## src/rtl/collatz_range_multi_pkg.sv

```systemverilog
// Shared types and constants for the multi-lane Collatz range tester.
//   top_state_e  : run controller states
//   lane_state_e : per-lane iterator states
//   OVF_SENTINEL : all-ones, sliced to COUNT_WIDTH; marks an overflowed value
//   COUNT_MIN    : count(0) = count(1) = 1, also the counter start value
package collatz_pkg;

  typedef enum logic [1:0] {
    TOP_IDLE   = 2'd0,
    TOP_RUN    = 2'd1,
    TOP_FINISH = 2'd2
  } top_state_e;

  typedef enum logic [1:0] {
    LANE_IDLE = 2'd0,
    LANE_ITER = 2'd1,
    LANE_HOLD = 2'd2
  } lane_state_e;

  localparam logic [63:0] OVF_SENTINEL = '1;
  localparam logic [63:0] COUNT_MIN    = 64'd1;

endpackage

```

## src/rtl/collatz_range_multi_if.sv

```systemverilog
// Host-side bus of the Collatz range tester.
//   go/start : run request and first value
//   raddr    : result read address; rdata returns one cycle later
//   busy/done/ovf : run status
// master = host, slave = range tester.
interface collatz_range_multi_if #(
  parameter int N_WIDTH       = 32,
  parameter int COUNT_WIDTH   = 16,
  parameter int RAM_ADDR_BITS = 4
) ();
  logic                     go;
  logic [N_WIDTH-1:0]       start;
  logic [RAM_ADDR_BITS-1:0] raddr;
  logic [COUNT_WIDTH-1:0]   rdata;
  logic                     busy;
  logic                     done;
  logic                     ovf;

  modport master (output go, start, raddr, input rdata, busy, done, ovf);
  modport slave  (input go, start, raddr, output rdata, busy, done, ovf);
endinterface

```

## src/rtl/collatz_range_multi_lane.sv

```systemverilog
// One Collatz iterator lane: loads a value, steps it to 1 counting terms,
// then holds its result until the write arbiter grants it.
//   load/n/idx      : start a new value tagged with its RAM index
//   grant           : result accepted, lane returns to idle
//   hold            : result ready
//   result/idx_out  : term count (or overflow sentinel) and its RAM index
//   lane_ovf        : held result is an overflow
//
// state     | meaning
// LANE_IDLE | free, waiting for a load
// LANE_ITER | one Collatz step per cycle
// LANE_HOLD | result frozen until granted
module collatz_lane
  import collatz_pkg::*;
#(
  parameter int N_WIDTH     = 32,
  parameter int COUNT_WIDTH = 16,
  parameter int IDX_WIDTH   = 4
) (
  input  logic                   clk,
  input  logic                   reset,
  input  logic                   load,
  input  logic [N_WIDTH-1:0]     n,
  input  logic [IDX_WIDTH-1:0]   idx,
  input  logic                   grant,
  output logic                   hold,
  output logic [COUNT_WIDTH-1:0] result,
  output logic [IDX_WIDTH-1:0]   idx_out,
  output logic                   lane_ovf
);
  localparam logic [COUNT_WIDTH-1:0] SENT  = OVF_SENTINEL[COUNT_WIDTH-1:0];
  localparam logic [COUNT_WIDTH-1:0] CSTART = COUNT_MIN[COUNT_WIDTH-1:0];
  localparam logic [N_WIDTH-1:0]     ONE_N  = N_WIDTH'(1);

  lane_state_e            state_q;
  logic [N_WIDTH-1:0]     n_q, n_d;
  logic [COUNT_WIDTH-1:0] count_q, count_d;
  logic [IDX_WIDTH-1:0]   idx_q;
  logic                   ovf_q;
  logic [N_WIDTH+1:0]     triple;
  logic                   step_ovf;

  // 3n+1 in two extra bits so overflow past N_WIDTH is visible
  always_comb begin
    triple   = {2'b00, n_q} + {1'b0, n_q, 1'b0} + (N_WIDTH+2)'(1);
    step_ovf = n_q[0] && (triple[N_WIDTH+1:N_WIDTH] != 2'b00);
    n_d      = n_q[0] ? triple[N_WIDTH-1:0] : {1'b0, n_q[N_WIDTH-1:1]};
    // all-ones is kept free for the overflow sentinel
    count_d  = (count_q == SENT - 1'b1) ? count_q : count_q + 1'b1;
  end

  always_ff @(posedge clk or posedge reset) begin
    if (reset) begin
      state_q <= LANE_IDLE;
      n_q     <= '0;
      count_q <= '0;
      idx_q   <= '0;
      ovf_q   <= 1'b0;
    end else begin
      case (state_q)
        LANE_IDLE: if (load) begin
          n_q     <= n;
          idx_q   <= idx;
          count_q <= CSTART;
          ovf_q   <= 1'b0;
          state_q <= (n <= ONE_N) ? LANE_HOLD : LANE_ITER;
        end
        LANE_ITER: begin
          if (step_ovf) begin
            ovf_q   <= 1'b1;
            state_q <= LANE_HOLD;
          end else begin
            n_q     <= n_d;
            count_q <= count_d;
            if (n_d <= ONE_N) state_q <= LANE_HOLD;
          end
        end
        LANE_HOLD: if (grant) state_q <= LANE_IDLE;
        default:   state_q <= LANE_IDLE;
      endcase
    end
  end

  assign hold     = (state_q == LANE_HOLD);
  assign result   = ovf_q ? SENT : count_q;
  assign idx_out  = idx_q;
  assign lane_ovf = ovf_q;
endmodule

```

## src/rtl/collatz_range_multi.sv

```systemverilog
// Multi-lane Collatz range tester: on go, computes term counts for RAM_WORDS
// consecutive values with LANES parallel iterators and stores them in a RAM
// exposed through a registered read port.
//   clk, reset : clock, asynchronous active-high reset
//   bus        : go/start request, raddr/rdata read port, busy/done/ovf status
//
// state      | meaning
// TOP_IDLE   | waiting for go
// TOP_RUN    | dispatching values to lanes and writing results
// TOP_FINISH | done pulse; go accepted here as in idle
module collatz_range_multi
  import collatz_pkg::*;
#(
  parameter int N_WIDTH       = 32,
  parameter int COUNT_WIDTH   = 16,
  parameter int RAM_WORDS     = 16,
  parameter int RAM_ADDR_BITS = 4,
  parameter int LANES         = 2
) (
  input logic                 clk,
  input logic                 reset,
  collatz_range_multi_if.slave bus
);
  localparam logic [RAM_ADDR_BITS:0] WORDS_C = (RAM_ADDR_BITS+1)'(RAM_WORDS);

  top_state_e               state_q;
  logic [N_WIDTH-1:0]       start_q;
  logic [RAM_ADDR_BITS:0]   d_q, w_q;
  logic                     busy_q, done_q, ovf_q;
  logic [LANES-1:0]         lane_busy_q;
  logic [COUNT_WIDTH-1:0]   rdata_q;
  logic [COUNT_WIDTH-1:0]   mem_q [RAM_WORDS];

  logic [LANES-1:0]         lane_hold, lane_ovf, load_oh, grant_oh;
  logic [COUNT_WIDTH-1:0]   lane_result [LANES];
  logic [RAM_ADDR_BITS-1:0] lane_idx [LANES];
  logic                     wr_en, wr_ovf;
  logic [COUNT_WIDTH-1:0]   wr_data;
  logic [RAM_ADDR_BITS-1:0] wr_addr;
  logic [N_WIDTH-1:0]       load_n;

  assign load_n = start_q + N_WIDTH'(d_q);

  for (genvar g = 0; g < LANES; g++) begin : g_lane
    collatz_lane #(
      .N_WIDTH    (N_WIDTH),
      .COUNT_WIDTH(COUNT_WIDTH),
      .IDX_WIDTH  (RAM_ADDR_BITS)
    ) u_lane (
      .clk     (clk),
      .reset   (reset),
      .load    (load_oh[g]),
      .n       (load_n),
      .idx     (d_q[RAM_ADDR_BITS-1:0]),
      .grant   (grant_oh[g]),
      .hold    (lane_hold[g]),
      .result  (lane_result[g]),
      .idx_out (lane_idx[g]),
      .lane_ovf(lane_ovf[g])
    );
  end

  // Descending scan so the lowest-numbered idle/holding lane wins.
  always_comb begin
    load_oh  = '0;
    grant_oh = '0;
    wr_en    = 1'b0;
    wr_ovf   = 1'b0;
    wr_data  = '0;
    wr_addr  = '0;
    for (int i = LANES - 1; i >= 0; i--) begin
      if (!lane_busy_q[i]) load_oh = LANES'(1) << i;
      if (lane_hold[i]) begin
        grant_oh = LANES'(1) << i;
        wr_en    = 1'b1;
        wr_data  = lane_result[i];
        wr_addr  = lane_idx[i];
        wr_ovf   = lane_ovf[i];
      end
    end
    if (state_q != TOP_RUN || d_q == WORDS_C) load_oh = '0;
    if (state_q != TOP_RUN) begin
      grant_oh = '0;
      wr_en    = 1'b0;
    end
  end

  always_ff @(posedge clk or posedge reset) begin
    if (reset) begin
      state_q     <= TOP_IDLE;
      start_q     <= '0;
      d_q         <= '0;
      w_q         <= '0;
      busy_q      <= 1'b0;
      done_q      <= 1'b0;
      ovf_q       <= 1'b0;
      lane_busy_q <= '0;
    end else begin
      done_q <= 1'b0;
      case (state_q)
        TOP_IDLE, TOP_FINISH: begin
          state_q <= TOP_IDLE;
          if (bus.go) begin
            state_q     <= TOP_RUN;
            start_q     <= bus.start;
            d_q         <= '0;
            w_q         <= '0;
            ovf_q       <= 1'b0;
            busy_q      <= 1'b1;
            lane_busy_q <= '0;
          end
        end
        TOP_RUN: begin
          lane_busy_q <= (lane_busy_q | load_oh) & ~grant_oh;
          if (load_oh != '0) d_q <= d_q + 1'b1;
          if (wr_en) begin
            w_q <= w_q + 1'b1;
            if (wr_ovf) ovf_q <= 1'b1;
          end
          if (w_q == WORDS_C) begin
            state_q <= TOP_FINISH;
            busy_q  <= 1'b0;
            done_q  <= 1'b1;
          end
        end
        default: state_q <= TOP_IDLE;
      endcase
    end
  end

  // RAM survives reset; a same-edge read sees the old word.
  always_ff @(posedge clk) begin
    if (wr_en) mem_q[wr_addr] <= wr_data;
  end

  always_ff @(posedge clk or posedge reset) begin
    if (reset) rdata_q <= '0;
    else       rdata_q <= ({1'b0, bus.raddr} < WORDS_C) ? mem_q[bus.raddr] : '0;
  end

  assign bus.rdata = rdata_q;
  assign bus.busy  = busy_q;
  assign bus.done  = done_q;
  assign bus.ovf   = ovf_q;
endmodule

```

## src/flat_wrapper.sv

```systemverilog
// flat-port wrapper written by rule: the top's interface ports become plain ports
module collatz_range_multi_flat import collatz_pkg::*;
#(
  parameter int N_WIDTH       = 32,
  parameter int COUNT_WIDTH   = 16,
  parameter int RAM_WORDS     = 16,
  parameter int RAM_ADDR_BITS = 4,
  parameter int LANES         = 2
)
  (clk, reset, bus_go, bus_start, bus_raddr, bus_rdata, bus_busy, bus_done, bus_ovf);
  collatz_range_multi_if #(.N_WIDTH(N_WIDTH), .COUNT_WIDTH(COUNT_WIDTH), .RAM_ADDR_BITS(RAM_ADDR_BITS)) bus_i ();
  input logic clk;
  input logic reset;
  input wire logic [$bits(bus_i.go)-1:0] bus_go;
  input wire logic [$bits(bus_i.start)-1:0] bus_start;
  input wire logic [$bits(bus_i.raddr)-1:0] bus_raddr;
  output wire logic [$bits(bus_i.rdata)-1:0] bus_rdata;
  output wire logic [$bits(bus_i.busy)-1:0] bus_busy;
  output wire logic [$bits(bus_i.done)-1:0] bus_done;
  output wire logic [$bits(bus_i.ovf)-1:0] bus_ovf;
  assign bus_i.go = bus_go;
  assign bus_i.start = bus_start;
  assign bus_i.raddr = bus_raddr;
  assign bus_rdata = bus_i.rdata;
  assign bus_busy = bus_i.busy;
  assign bus_done = bus_i.done;
  assign bus_ovf = bus_i.ovf;
  collatz_range_multi #(.N_WIDTH(N_WIDTH), .COUNT_WIDTH(COUNT_WIDTH), .RAM_WORDS(RAM_WORDS), .RAM_ADDR_BITS(RAM_ADDR_BITS), .LANES(LANES)) u_core (.clk(clk), .reset(reset), .bus(bus_i));
endmodule
```

## config.mk

```make
export PLATFORM = sky130hd
export DESIGN_NAME = collatz_range_multi_flat
export DESIGN_NICKNAME = d
export VERILOG_FILES = /design/src/rtl/collatz_range_multi_pkg.sv /design/src/rtl/collatz_range_multi_if.sv /design/src/rtl/collatz_range_multi_lane.sv /design/src/rtl/collatz_range_multi.sv /design/src/flat_wrapper.sv
export SDC_FILE = /design/constraint.sdc
export NUM_CORES = 1
export LEC_CHECK = 0
export CAP_MARGIN = 20
export CORE_MARGIN = 1
export CORE_UTILIZATION = 55
export CTS_BUF_LIST = sky130_fd_sc_hd__clkbuf_4
export DETAILED_ROUTE_END_ITERATION = 8
export PLACE_DENSITY_LB_ADDON = 0.1
export SLEW_MARGIN = 20
export SYNTH_ARGS = -nofsm -noshare
export SYNTH_HDL_FRONTEND = slang
export SYNTH_SLANG_ARGS = --single-unit
```

## constraint.sdc

```tcl
create_clock -name clk -period 14.8 [get_ports clk]
set_input_delay 3.7 -clock clk [delete_from_list [all_inputs] [get_ports clk]]
set_output_delay 3.7 -clock clk [all_outputs]
set_load 0.03 [all_outputs]
```

# Word-level counts from Yosys, hierarchy flattened
# Memory sizes are Yosys's and may differ from the RTL's. A register that Yosys moved wholly into a read port is not among the register bits.
# Index checks and enable logic that the tools add are counted.
[op_classes] n_bitwise=3 mul=0 magnitude_cmp=3 n_reduce_logical=29 n_mux=71 n_div=0 addsub=9 eq_ne=28 shifts=0
[ops] op="$mux W32" count=6
[ops] op="$mux W16" count=10
[ops] op="$pmux W32 S2" count=2
[ops] op="$le A32 B1 Y1 const B" count=3
[ops] op="$add A32 B33 Y34" count=2
[ops] op="$add A34 B1 Y34 const B" count=2
[ops] op="$pmux W16 S2" count=2
[ops] op="$mux W2" count=17
[ops] op="$add A16 B1 Y16 const B" count=2
[ops] op="$add A32 B5 Y32" count=1
[ops] op="$eq A16 B16 Y1 const B" count=2
[ops] op="$reduce_and A3 Y1" count=9
[ops] op="$pmux W5 S2" count=2
[ops] op="$mux W1" count=19
[ops] op="$ne A2 B1 Y1 const B" count=9
[ops] op="$mux W5" count=3
[ops] op="$ne A2 B2 Y1 const B" count=7
[ops] op="$pmux W2 S3" count=2
[ops] op="$reduce_and A4 Y1" count=3
[ops] op="$reduce_bool A2 Y1" count=6
[ops] op="$add A5 B1 Y5 const B" count=2
[ops] op="$eq A5 B5 Y1 const B" count=2
[ops] op="$mux W4" count=2
[ops] op="$pmux W1 S2" count=4
[ops] op="12 further kinds" count=24
[word_totals] n_memories=1 ramBits=256 reg_bits=159 latch_bits=0 out_inout_bits=19 word_cells=162 rom_bits=0
[mem_list] memory="u_core.mem_q" depth=16 word_bits=16 rd=1 rd_ports_with_merged_regs=1 wr=1 line_no="collatz_range_multi.sv:32" source="logic [COUNT_WIDTH-1:0] mem_q [RAM_WORDS];"

# Depth between registers and ports, before layout
# Gate-level depths: netlist (run 1).
[logic_depth] word_depth=7 depth_mapped=18 ltp_nobuf=13

# Hierarchy
# From an unflattened synthesis (run 1), not the netlist that was laid out.
[hier_totals] cells_unflattened=2099 area_unflattened_um2=23657.7
[modules_own_cells] module="collatz_range_multi" seq_area_each_um2=9313.9 cells_per_inst=762 n_inst=1 area_each_um2=13356.6
[modules_own_cells] module="collatz_lane (u_core.g_lane[1].u_lane)" seq_area_each_um2=1376.3 cells_per_inst=665 n_inst=1 area_each_um2=5162.5
[modules_own_cells] module="collatz_lane (u_core.g_lane[0].u_lane)" seq_area_each_um2=1376.3 cells_per_inst=672 n_inst=1 area_each_um2=5138.7

# Least setup slack after synthesis (run 1)
# Ideal clock, no wire load.
[synth_path] path_kind="input port to flip-flop" start="in bus_raddr[0]" end="reg u_core.rdata_q[0] (netlist: u_core.bus.rdata[0]) (read register of u_core.mem_q)" slack_ns=9.036 cell_stages=4 n_path_buf=2 t_arrival_ns=5.626 path_cell_list="clkbuf_1 > buf_1 > mux4_2 > mux4_2"
[synth_lines] item="from (decl)" line_no="flat_wrapper.sv:16" source="input wire logic [$bits(bus_i.raddr)-1:0] bus_raddr;"
[synth_lines] item="to (decl)" line_no="collatz_range_multi.sv:31" source="logic [COUNT_WIDTH-1:0] rdata_q;"

# Worst setup path in the final report (run 1)
[layout_path] start="reg u_core.ovf_q (netlist: u_core.bus.ovf)" end="out bus_ovf"
[layout_lines] item="from (decl)" line_no="collatz_range_multi.sv:29" source="logic busy_q, done_q, ovf_q;"
[layout_lines] item="from (signal assigned)" line_no="collatz_range_multi.sv:96" source="ovf_q <= 1'b0;"
[layout_lines] item="from (signal assigned)" line_no="collatz_range_multi.sv:108" source="ovf_q <= 1'b0;"
[layout_lines] item="from (signal assigned)" line_no="collatz_range_multi.sv:118" source="if (wr_ovf) ovf_q <= 1'b1;"
[layout_lines] item="to (decl)" line_no="flat_wrapper.sv:20" source="output wire logic [$bits(bus_i.ovf)-1:0] bus_ovf;"
# No word-level cell between the ends.

==> results.md, run 1 <==
* Sum of negative setup slack at 0 ns
* Synthesis warning total at 0
* FF-to-FF path depth at 13
* Syn Std Cell Area at 23400 um2
* Post-synth cell types at 79
* Number of iterations in the first detailed-routing pass at 5
* Reg-to-reg slack, setup at 10.20 ns
* GRT Total Usage at 0.274
* Clock transition at the registers of the reported paths at 0.07 ns
* DP HPWL at around 38 mm
* Final-report hold violation count at 0
* Drt total wl at 58.3 mm
* Vias in the first global route at about 17k
* Largest stage delay, worst path at roughly 0.70 ns
* Initial antenna violation count at 2
* Initial Utilization at 0.557
* Via Count at 17.2k
* First-pass GRT wire length at 92.5 mm
* Post-CTS Hold Buffers at 0
* Synth area leaders: edfxtp_1 33%, dfrtp_1 19%, mux4_2 7.7%
* Post-Syn Instances at 2100
* First-iteration detailed-routing DRC count at between 1k and 1.5k
* EDFF count, synth at 256
* CP endpoint kind: output port
* Maximum clock rate at 177 MHz
* CP delay by family, top: buffers and inverters
* IO Port Bufs at 57
* Routed Antenna Nets at 0
* Reg2reg end: u_core.g_lane[0].u_lane.state_q[1]
* Worst min-delay path class: register to register
* Die X-Extent at 208 um
* Critical-path cell list: clkdlybuf4s50_1
* Clock Tree Buf Depth at 3
* Residual DRC count at 0
* CP Data Required Time at ~11 ns
* Max-slew headroom at 0.229
* Share of cells above drive strength 1 at 0.162
* Htree depth at 3
* Beginning of the worst hold path: u_core.start_q[3]
* Data arrival, critical path at 1.95 ns
* Status: finished, final reports clean
* RSZ-0062 raised after global routing: no
* Post-Syn Nets at 2225
* Nets at 2314
* Largest net degree at the start of global routing at 105
* Syn avg cell area at 11.1 um2
* FFs w/ async S/R, synth at 0.406
* # resized after CTS at 0
* Vias/cell at roughly 6.1
* Die area at 43300 um2
* Register area share after synthesis at 0.516
* FF+latch count, synth at 431
* Max Cap Violations at 0
* Total power at 2.36 mW
* Top cell type's share of synthesized area at 0.329
* Clk_lat worst skew at ~0.84 ns
* CTS tree: done
* Yosys top cell by area: edfxtp_1
* Final Slew Violations at 0
* Routability cong. at 0.893
* Setup bufs post-CTS at 0
* Reg2Reg Launch Point: u_core.d_q[0]
* Core area at 41900 um2
* WL/cell at 20.7 um
* # IOs at 58
* Worst slew pin tran at 1.16 ns
* Final setup fails at 0
* CTS root buffer: clkbuf_4
* Ys flop type: edfxtp_1
* CP Launch Type: register
* Period utilization at 0.382
* Gr busiest metal: met2
* Global route total overflow at 0
* Clk sinks at 431
* Filler cells at 3351
* GRT met3 Usage at 0.0486
* PwrDens at 90.8 nW/um2
* FP Rows at 75
* Die height at ~210 um
* Clock Skews at 0.0590 ns
* Critical path class: register to output port
* Critical path's slowest cell: clkdlybuf4s50_1
* WHS Endpoint: u_core.start_q[3]
* Synth-to-layout area growth at 11.1%
* Hold path cells at 2
* Met1 usage at 0.350
* Largest fanout on the critical path at 2
* Worst vdd ir at 0.0000523 V
* WP buf/inv at 1
* TritonCTS Buffers at 109
* Final min period at 5.65 ns
* Leak pwr at 9.62 nW
* Met2 GRT Util at 0.471
cell usage after synthesis, types with 17 or more instances:
master,count
xnor2_1,48
mux2i_1,33
nor3_1,51
buf_1,23
ha_1,83
a211oi_1,34
o31ai_1,18
o21ai_0,116
nand3_1,48
inv_1,43
a21o_1,34
dfrtp_1,175
nand2b_1,23
nand4_1,43
edfxtp_1,256
nor4_1,17
mux2_2,17
nor2b_1,22
clkbuf_1,75
nor2_1,144
a21oi_1,142
nand2_1,292
mux4_2,80
xor2_1,35
layout make-up:
type	instances	area, um2	share of cell area
Timing Repair Buffer	93	831	0.0320
Multi-Input combinational cell	1511	10800	0.416
Antenna cell	4	10.0	0.000385
Sequential cell	431	12100	0.465
Inverter	43	169	0.00650
Clock buffer	173	1300	0.0500
Clock inverter	26	120	0.00463
Tap cell	539	674	0.0260
worst max path at each step:
stage,from,endpoint,slack [ns],cells past startpoint
2_1_floorplan,reset,u_core.bus.busy,6.35,1
3_3_place_gp,bus_raddr[0],u_core.bus.rdata[11],8.72,4
3_5_place_dp,bus_raddr[0],u_core.bus.rdata[9],8.63,4
4_1_cts,u_core.bus.ovf,bus_ovf,9.05,1
5_1_grt,u_core.bus.ovf,bus_ovf,9.03,1
6_report,u_core.bus.ovf,bus_ovf,9.15,1
layout by cell type, fill, tap and decap left out, types with 43 or more instances in the layout:
master,Yosys,layout
dfrtp_1,175,174
edfxtp_1,256,256
nand3_1,48,48
nand2_1,292,292
nand4_1,43,43
clkbuf_4,0,174
nor2_1,144,127
nor3_1,51,51
clkdlybuf4s50_1,0,55
a21oi_1,142,132
mux4_2,80,80
ha_1,83,83
o21ai_0,116,116
xnor2_1,48,48
per-stage QoR:
| stage | cell area (um2) | cells | utilization | setup WS [ns] | hold WS (ns) |
|---|---|---|---|---|---|
| after floorplan | 23400 | 2100 | - | 6.35 | 0.450 |
| after global placement | 24500 | 2615 | 0.584 | 8.72 | 0.467 |
| after detailed placement | 24500 | 2616 | 0.584 | 8.63 | 0.474 |
| after CTS | 25900 | 2815 | 0.618 | 9.05 | 0.489 |
| after global routing | 26000 | 2820 | 0.619 | 9.03 | 0.536 |
| final | 26000 | 2820 | 0.619 | 9.15 | 0.488 |
layer usage:
layer | share of wire | routed length, um
met1 | 0.43 | 24800
met2 | 0.50 | 29000
met3 | 0.051 | 2950
met4 | 0.025 | 1480
met5 | 0 | 0
sequential cells by signal (all words and copies together), names as in the netlist:
register,flops
u_core.g_lane.u_lane.state_q,4
u_core.w_q,5
u_core.g_lane.u_lane.lane_ovf,2
u_core.d_q,5
u_core.g_lane.u_lane.n_q,64
u_core.state_q,2
u_core.start_q,32
u_core.bus.done,1
u_core.lane_busy_q,2
u_core.bus.rdata,16
u_core.mem_q,256
u_core.g_lane.u_lane.idx_out,8
u_core.bus.busy,1
u_core.g_lane.u_lane.count_q,32
u_core.bus.ovf,1
kinds of logic (layout without fill, tap and decap cells):
family	after synthesis	after routing	share of synthesized area
DFF	431	431	0.516
AOI/OAI and AO/OA	493	493	0.135
adders and majority gates	86	86	0.0470
muxes	132	132	0.100
xor gates and xnor gates	84	84	0.0318
other	0	4	0
buffers and inverters	158	335	0.0268
and+or+nand+nor	716	716	0.143
where the power goes:
group | internal [mW] | total [mW] | switching [mW]
Clock | 0.530 | 0.999 | 0.469
Sequential | 1.27 | 1.28 | 0.00869
Combinational | 0.0313 | 0.0803 | 0.0491
Note: power is estimated with default switching activity, not from simulation.
==> run 2: changes to the inputs <==
- clock period: 14.8 -> 4.9 ns (I/O delays scaled with it)
==> run 2 against run 1 <==
Net effect: cell area rose by 0.36%; clock-buffer cell count down 10; worst setup slack worse by 8.6 ns; utilization increased by 0.22 points; global-route usage grew 0.46 points; final cell count is 0.21% higher; clock power rose to 3.1 times the previous value; critical path type is now register to register; largest power group unchanged; highest routed layer is now met5.
==> results.md, run 2 (synthesis results as in run 1) <==
* First-iteration detailed-routing DRC count at 1346 (was 1377)
* Final-report hold violation count at 0 (unchanged)
* Final setup fails at 0 (unchanged)
* IO Port Bufs at 57 (unchanged)
* Die X-Extent at 208 um (unchanged)
* GRT Total Usage at 0.279 (was 0.274)
* Setup bufs post-CTS at 0 (unchanged)
* PwrDens at 275 nW/um2 (was 90.8 nW/um2)
* Clk_lat worst skew at 0.86 ns (was 0.84 ns)
* Gr busiest metal: met2 (unchanged)
* Die height at 208 um (unchanged)
* Clock Tree Buf Depth at 3 (unchanged)
* Largest fanout on the critical path at 8 (was 2)
* Number of iterations in the first detailed-routing pass at 5 (unchanged)
* Most frequent cells in the layout: 292 x nand2_1, 256 x edfxtp_1, 174 x dfrtp_1, 163 x clkbuf_4, 134 x a21oi_1 (was 292 x nand2_1, 256 x edfxtp_1, 174 x clkbuf_4, 174 x dfrtp_1, 132 x a21oi_1)
* Met2 GRT Util at 0.468 (was 0.471)
* Top Registers: u_core.mem_q: 256 flops, u_core.g_lane.u_lane.n_q: 64 flops (unchanged)
* Initial Utilization at 0.557 (unchanged)
* Residual DRC count at 0 (unchanged)
* Period utilization at 0.893
* Worst slew pin tran at 1.11 ns (was 1.16 ns)
* Post-CTS Hold Buffers at 0 (unchanged)
* Nets at 2319 (was 2314)
* Worst min-delay path class: register to register (unchanged)
* Routed Antenna Nets at 0 (unchanged)
* WL/cell at 21.1 um (was 20.7 um)
* Hold path cells at 2 (unchanged)
* Data arrival, critical path at 5.13 ns (was 1.95 ns)
* Routability cong. at 0.891 (was 0.893)
* Critical path class: register to register (was register to output port)
* Via Count at 17.3k (was 17.2k)
* Met1 usage at 0.361 (was 0.350)
* CTS root buffer: clkbuf_4 (unchanged)
* Clock Skews at 0.0412 ns (was 0.0590 ns)
* Filler cells at 3405 (was 3351)
* Vias/cell at 6.10 (was 6.11)
* Leak pwr at 9.63 nW (was 9.62 nW)
* Final min period at 4.37 ns
* Maximum clock rate at roughly 230 MHz
* DP HPWL at 40.5 mm (was 38.4 mm)
* Clk sinks at 431 (unchanged)
* Synth-to-layout area growth at 11.5% (was 11.1%)
* Share of cells above drive strength 1 at 0.158 (was 0.162)
* CP endpoint kind: register (was output port)
* Max Cap Violations at 0 (unchanged)
* # resized after CTS at 0 (unchanged)
* CTS tree: done (unchanged)
* Die area at 43300 um2 (unchanged)
* Largest net degree at the start of global routing at 73 (was 105)
* Number of flip-flops in the largest register at 256 (unchanged)
* FP Rows at 75 (unchanged)
* Worst vdd ir at 0.000170 V (was 0.0000523 V)
* Final Slew Violations at 0 (unchanged)
* Setup ws final at 0.526 ns (was 9.15 ns)
* Sum of negative setup slack at 0 ns (unchanged)
* Reg with most FFs: u_core.mem_q (unchanged)
* Status: finished, final reports clean (unchanged)
* # IOs at 58 (unchanged)
* Vias in the first global route at 17.1k (was 17.2k)
* Drt total wl at 59.6 mm (was 58.3 mm)
* TritonCTS Buffers at 109 (unchanged)
* CP Data Required Time at 5.66 ns (was 11.10 ns)
* CP Launch Type: register (unchanged)
* Most common cell after layout, fill and taps aside: nand2_1 (unchanged)
* Clock transition at the registers of the reported paths at 0.07 ns (about the same)
* Pre-CTS WS at 0.599 ns (was 8.63 ns)
* GRT met3 Usage at 0.0429 (was 0.0486)
* RSZ-0062 raised after global routing: no (unchanged)
* FF-to-FF path depth at 13 (unchanged)
* Htree depth at 3 (unchanged)
* Global route total overflow at 0 (unchanged)
* First-pass GRT wire length at 93.5 mm (was 92.5 mm)
* Core area at 41900 um2 (unchanged)
* Initial antenna violation count at 2 (unchanged)
* Max-slew headroom at 0.255 (was 0.229)
run 2: cell types whose count changed in the layout (fill, tap and decap cells not counted), moves of 2 or more:
cell,before,now
nor2_4,1,4
buf_12,0,4
buf_4,35,38
clkinv_1,18,32
nor2_2,16,13
diode_2,4,1
a21oi_2,12,10
clkbuf_4,174,163
a21oi_1,132,134
run 2: layer usage:
layer	part of all wire	routed length [um]
met5	0.00022	13
met2	0.49	29300
met3	0.049	2940
met1	0.43	25300
met4	0.033	1990
run 2: final timing paths:
kind	slack, ns	from	endpoint
max in group asynchronous	3.12	reset	u_core.w_q[0]
min in group asynchronous	0.88	reset	u_core.bus.rdata[15]
max reg2reg	0.53	u_core.d_q[0]	u_core.g_lane[0].u_lane.state_q[1]
min reg2reg	0.49	u_core.start_q[4]	u_core.start_q[4]
max	0.53	u_core.d_q[0]	u_core.g_lane[0].u_lane.state_q[1]
min	0.49	u_core.start_q[4]	u_core.start_q[4]
run 2: per-stage QoR:
step	power, mW	hold slack (ns)	utilization	std cells	instance area [um2]
after floorplan	4.07	0.450	-	2100	23400
after global placement	4.18	0.470	0.586	2622	24600
after detailed placement	4.18	0.478	0.586	2622	24600
after CTS	7.23	0.492	0.620	2825	26000
after global routing	7.44	0.518	0.621	2826	26100
final	7.16	0.489	0.621	2826	26100
run 2: power by group:
part           internal [mW]  switching (mW)  total [mW]  leakage, nW
Sequential              3.83          0.0254        3.86         4.04
Clock                   1.59            1.47        3.06        0.840
Combinational         0.0999           0.143       0.243         4.75
run 2: final cells by class:
type | instances | area [um2] | share of cell area
Clock buffer | 163 | 1220 | 0.0470
Clock inverter | 40 | 203 | 0.00778
Inverter | 43 | 165 | 0.00634
Multi-Input combinational cell | 1511 | 10800 | 0.415
Tap cell | 539 | 674 | 0.0259
Antenna cell | 1 | 2.50 | 0.0000960
Timing Repair Buffer | 98 | 921 | 0.0353
Sequential cell | 431 | 12100 | 0.463
run 2: critical path: stages (launching register included):
cell and delay (ns):
dfrtp_1 0.46, ha_1 0.28, fa_1 0.45, a211oi_1 0.23
o21bai_1 0.27, nand3_1 0.16, xor2_1 0.41, or4b_1 0.48
a2111oi_0 0.47, and3_1 0.22, nand4_1 0.31, o41ai_2 0.35
nand2b_1 0.09, o21ai_1 0.12
==> run 3: changes to the inputs <==
- CORE_UTILIZATION: 55 -> 58
==> run 3 against run 2 <==
Net effect: utilization rose by 3.3 points; combinational power barely moved; cell area fell by 0.28%; clock power fell by 4%; clock-buffer cell count rose by 1; final cell count fell by 0.67%; first-iteration DRC count fell by 2.6%; largest cell class unchanged; largest power group unchanged.
==> results.md, run 3 (synthesis results as in run 1) <==
* Residual DRC count at 0 (unchanged)
* Period utilization at 0.855 (was 0.893)
* Global route total overflow at 0 (unchanged)
* CP Data Required Time at 5.54 ns (was 5.66 ns)
* Initial Utilization at 0.588 (was 0.557)
* Die height at 203 um (was 208 um)
* CTS root buffer: clkbuf_4 (unchanged)
* Vias/cell at 6.17 (was 6.10)
* Worst min-delay path class: register to register (unchanged)
* First-iteration detailed-routing DRC count at 1311 (was 1346)
* WL/cell at 21.2 um (was 21.1 um)
* Reg with most FFs: u_core.mem_q (unchanged)
* Final setup fails at 0 (unchanged)
* Core area at 39700 um2 (was 41900 um2)
* GRT Total Usage at 0.295 (was 0.279)
* Worst vdd ir at 0.000171 V (was 0.000170 V)
* Critical path class: register to register (unchanged)
* Area occupied by multi-input gates at 10800 um2 (about the same)
* Clock transition at the registers of the reported paths at 0.09 ns (was 0.07 ns)
* Most frequent cells in the layout: 292 x nand2_1, 256 x edfxtp_1, 175 x dfrtp_1, 165 x clkbuf_4, 135 x a21oi_1 (was 292 x nand2_1, 256 x edfxtp_1, 174 x dfrtp_1, 163 x clkbuf_4, 134 x a21oi_1)
* CP Launch Type: register (unchanged)
* Status: finished, final reports clean (unchanged)
* Share of cells above drive strength 1 at 0.159 (was 0.158)
* Post-CTS Hold Buffers at 0 (unchanged)
* Routed Antenna Nets at 0 (unchanged)
* Initial antenna violation count at 2 (unchanged)
* Nets at 2319 (unchanged)
* Drt total wl at 59.4 mm (was 59.6 mm)
* TritonCTS Buffers at 105 (was 109)
* RSZ-0062 raised after global routing: no (unchanged)
* Routability cong. at 0.939 (was 0.891)
* Maximum clock rate at 239 MHz (was 229 MHz)
* Number of flip-flops in the largest register at 256 (unchanged)
* Setup ws final at 0.713 ns (was 0.526 ns)
* First-pass GRT wire length at 93.7 mm (was 93.5 mm)
* Die area at 41100 um2 (was 43300 um2)
* Final Cell Area at 26000 um2 (was 26100 um2)
* Clk sinks at 431 (unchanged)
* Filler cells at 3087 (was 3405)
* Area after DPL at 24600 um2 (about the same)
* Setup bufs post-CTS at 0 (unchanged)
* Sequential Area at 12100 um2 (about the same)
* Clock Tree Buf Depth at 3 (unchanged)
* # IOs at 58 (unchanged)
* FP Rows at 73 (was 75)
* Final Slew Violations at 0 (unchanged)
* Pre-CTS WS at 0.824 ns (was 0.599 ns)
* Worst slew pin tran at 1.14 ns (was 1.11 ns)
* Synth-to-layout area growth at 11.2% (was 11.5%)
* CTS tree: done (unchanged)
* Number of iterations in the first detailed-routing pass at 6 (was 5)
* DP HPWL at 41.5 mm (was 40.5 mm)
* Leak pwr at 9.63 nW (about the same)
* Clock Skews at 0.0613 ns (was 0.0412 ns)
* Largest fanout on the critical path at 7 (was 8)
* Final Non-Filler Cells at 2807 (was 2826)
* # resized after CTS at 0 (unchanged)
* Sum of negative setup slack at 0 ns (unchanged)
* Most common cell after layout, fill and taps aside: nand2_1 (unchanged)
* Placed cell count at 2611 (was 2622)
* CP endpoint kind: register (unchanged)
* Final-report hold violation count at 0 (unchanged)
* Htree depth at 3 (unchanged)
* Top Registers: u_core.mem_q: 256 flops, u_core.g_lane.u_lane.n_q: 64 flops (unchanged)
* Max-slew headroom at 0.239 (was 0.255)
* Max Cap Violations at 0 (unchanged)
* Largest net degree at the start of global routing at 86 (was 73)
* PwrDens at 271 nW/um2 (was 275 nW/um2)
* Die X-Extent at 203 um (was 208 um)
* Data arrival, critical path at 4.82 ns (was 5.13 ns)
* Clk_lat worst skew at 0.81 ns (was 0.86 ns)
* Via Count at 17.3k (about the same)
* Final min period at 4.19 ns (was 4.37 ns)
* Vias in the first global route at 17.0k (was 17.1k)
* IO Port Bufs at 57 (unchanged)
## run 3: worst paths after layout
kind,from,endpoint,slack [ns],cells after the start
setup / recovery,u_core.g_lane[0].u_lane.n_q[0],u_core.g_lane[0].u_lane.state_q[0],0.71,13
max in group asynchronous,reset,u_core.g_lane[1].u_lane.n_q[10],3.14,3
min in group asynchronous,reset,u_core.bus.rdata[2],0.87,2
hold / removal,u_core.start_q[4],u_core.start_q[4],0.49,2
hold reg to reg,u_core.start_q[4],u_core.start_q[4],0.49,2
setup reg to reg,u_core.g_lane[0].u_lane.n_q[0],u_core.g_lane[0].u_lane.state_q[0],0.71,13
## run 3: worst max-delay path, stage by stage (launching register included)
cell and delay, ns:
dfrtp_1 0.49, inv_1 0.13, fa_1 0.45, nand2b_1 0.16
a211oi_1 0.42, o31ai_1 0.17, a21oi_1 0.42, a211oi_1 0.17
xnor2_1 0.16, mux2_2 0.28, a2111oi_0 0.39, and4b_1 0.26
nand4_1 0.21, a22o_1 0.30
## run 3: through the flow
stage | hold slack (ns) | util | total power, mW
final | 0.491 | 0.654 | 7.05
after global routing | 0.503 | 0.654 | 7.31
after CTS | 0.491 | 0.653 | 7.11
after detailed placement | 0.474 | 0.619 | 4.18
after global placement | 0.469 | 0.619 | 4.17
after floorplan | 0.450 | - | 4.07
## run 3: where the power goes
part	switching, mW	internal [mW]
logic	0.143	0.100
clock network	1.42	1.52
registers	0.0264	3.83
total	1.59	5.46
## run 3: per-layer routing
layer,track usage,vias to the layer above,part of all wire
met5,0,-,0.00012
met4,0.108,2,0.029
met3,0.0413,104,0.051
met2,0.515,568,0.51
met1,0.373,8502,0.41
li1,-,8149,-
## run 3: cell type report
| type | instances | share of cell area |
|---|---|---|
| flip-flops and latches | 431 | 0.464 |
| multi-input cells | 1511 | 0.415 |
| clock buffers | 164 | 0.0474 |
| repair buffers | 102 | 0.0366 |
| well taps | 525 | 0.0253 |
| inverters | 43 | 0.00635 |
| clock inverters | 30 | 0.00515 |
| diodes | 1 | 0.0000963 |
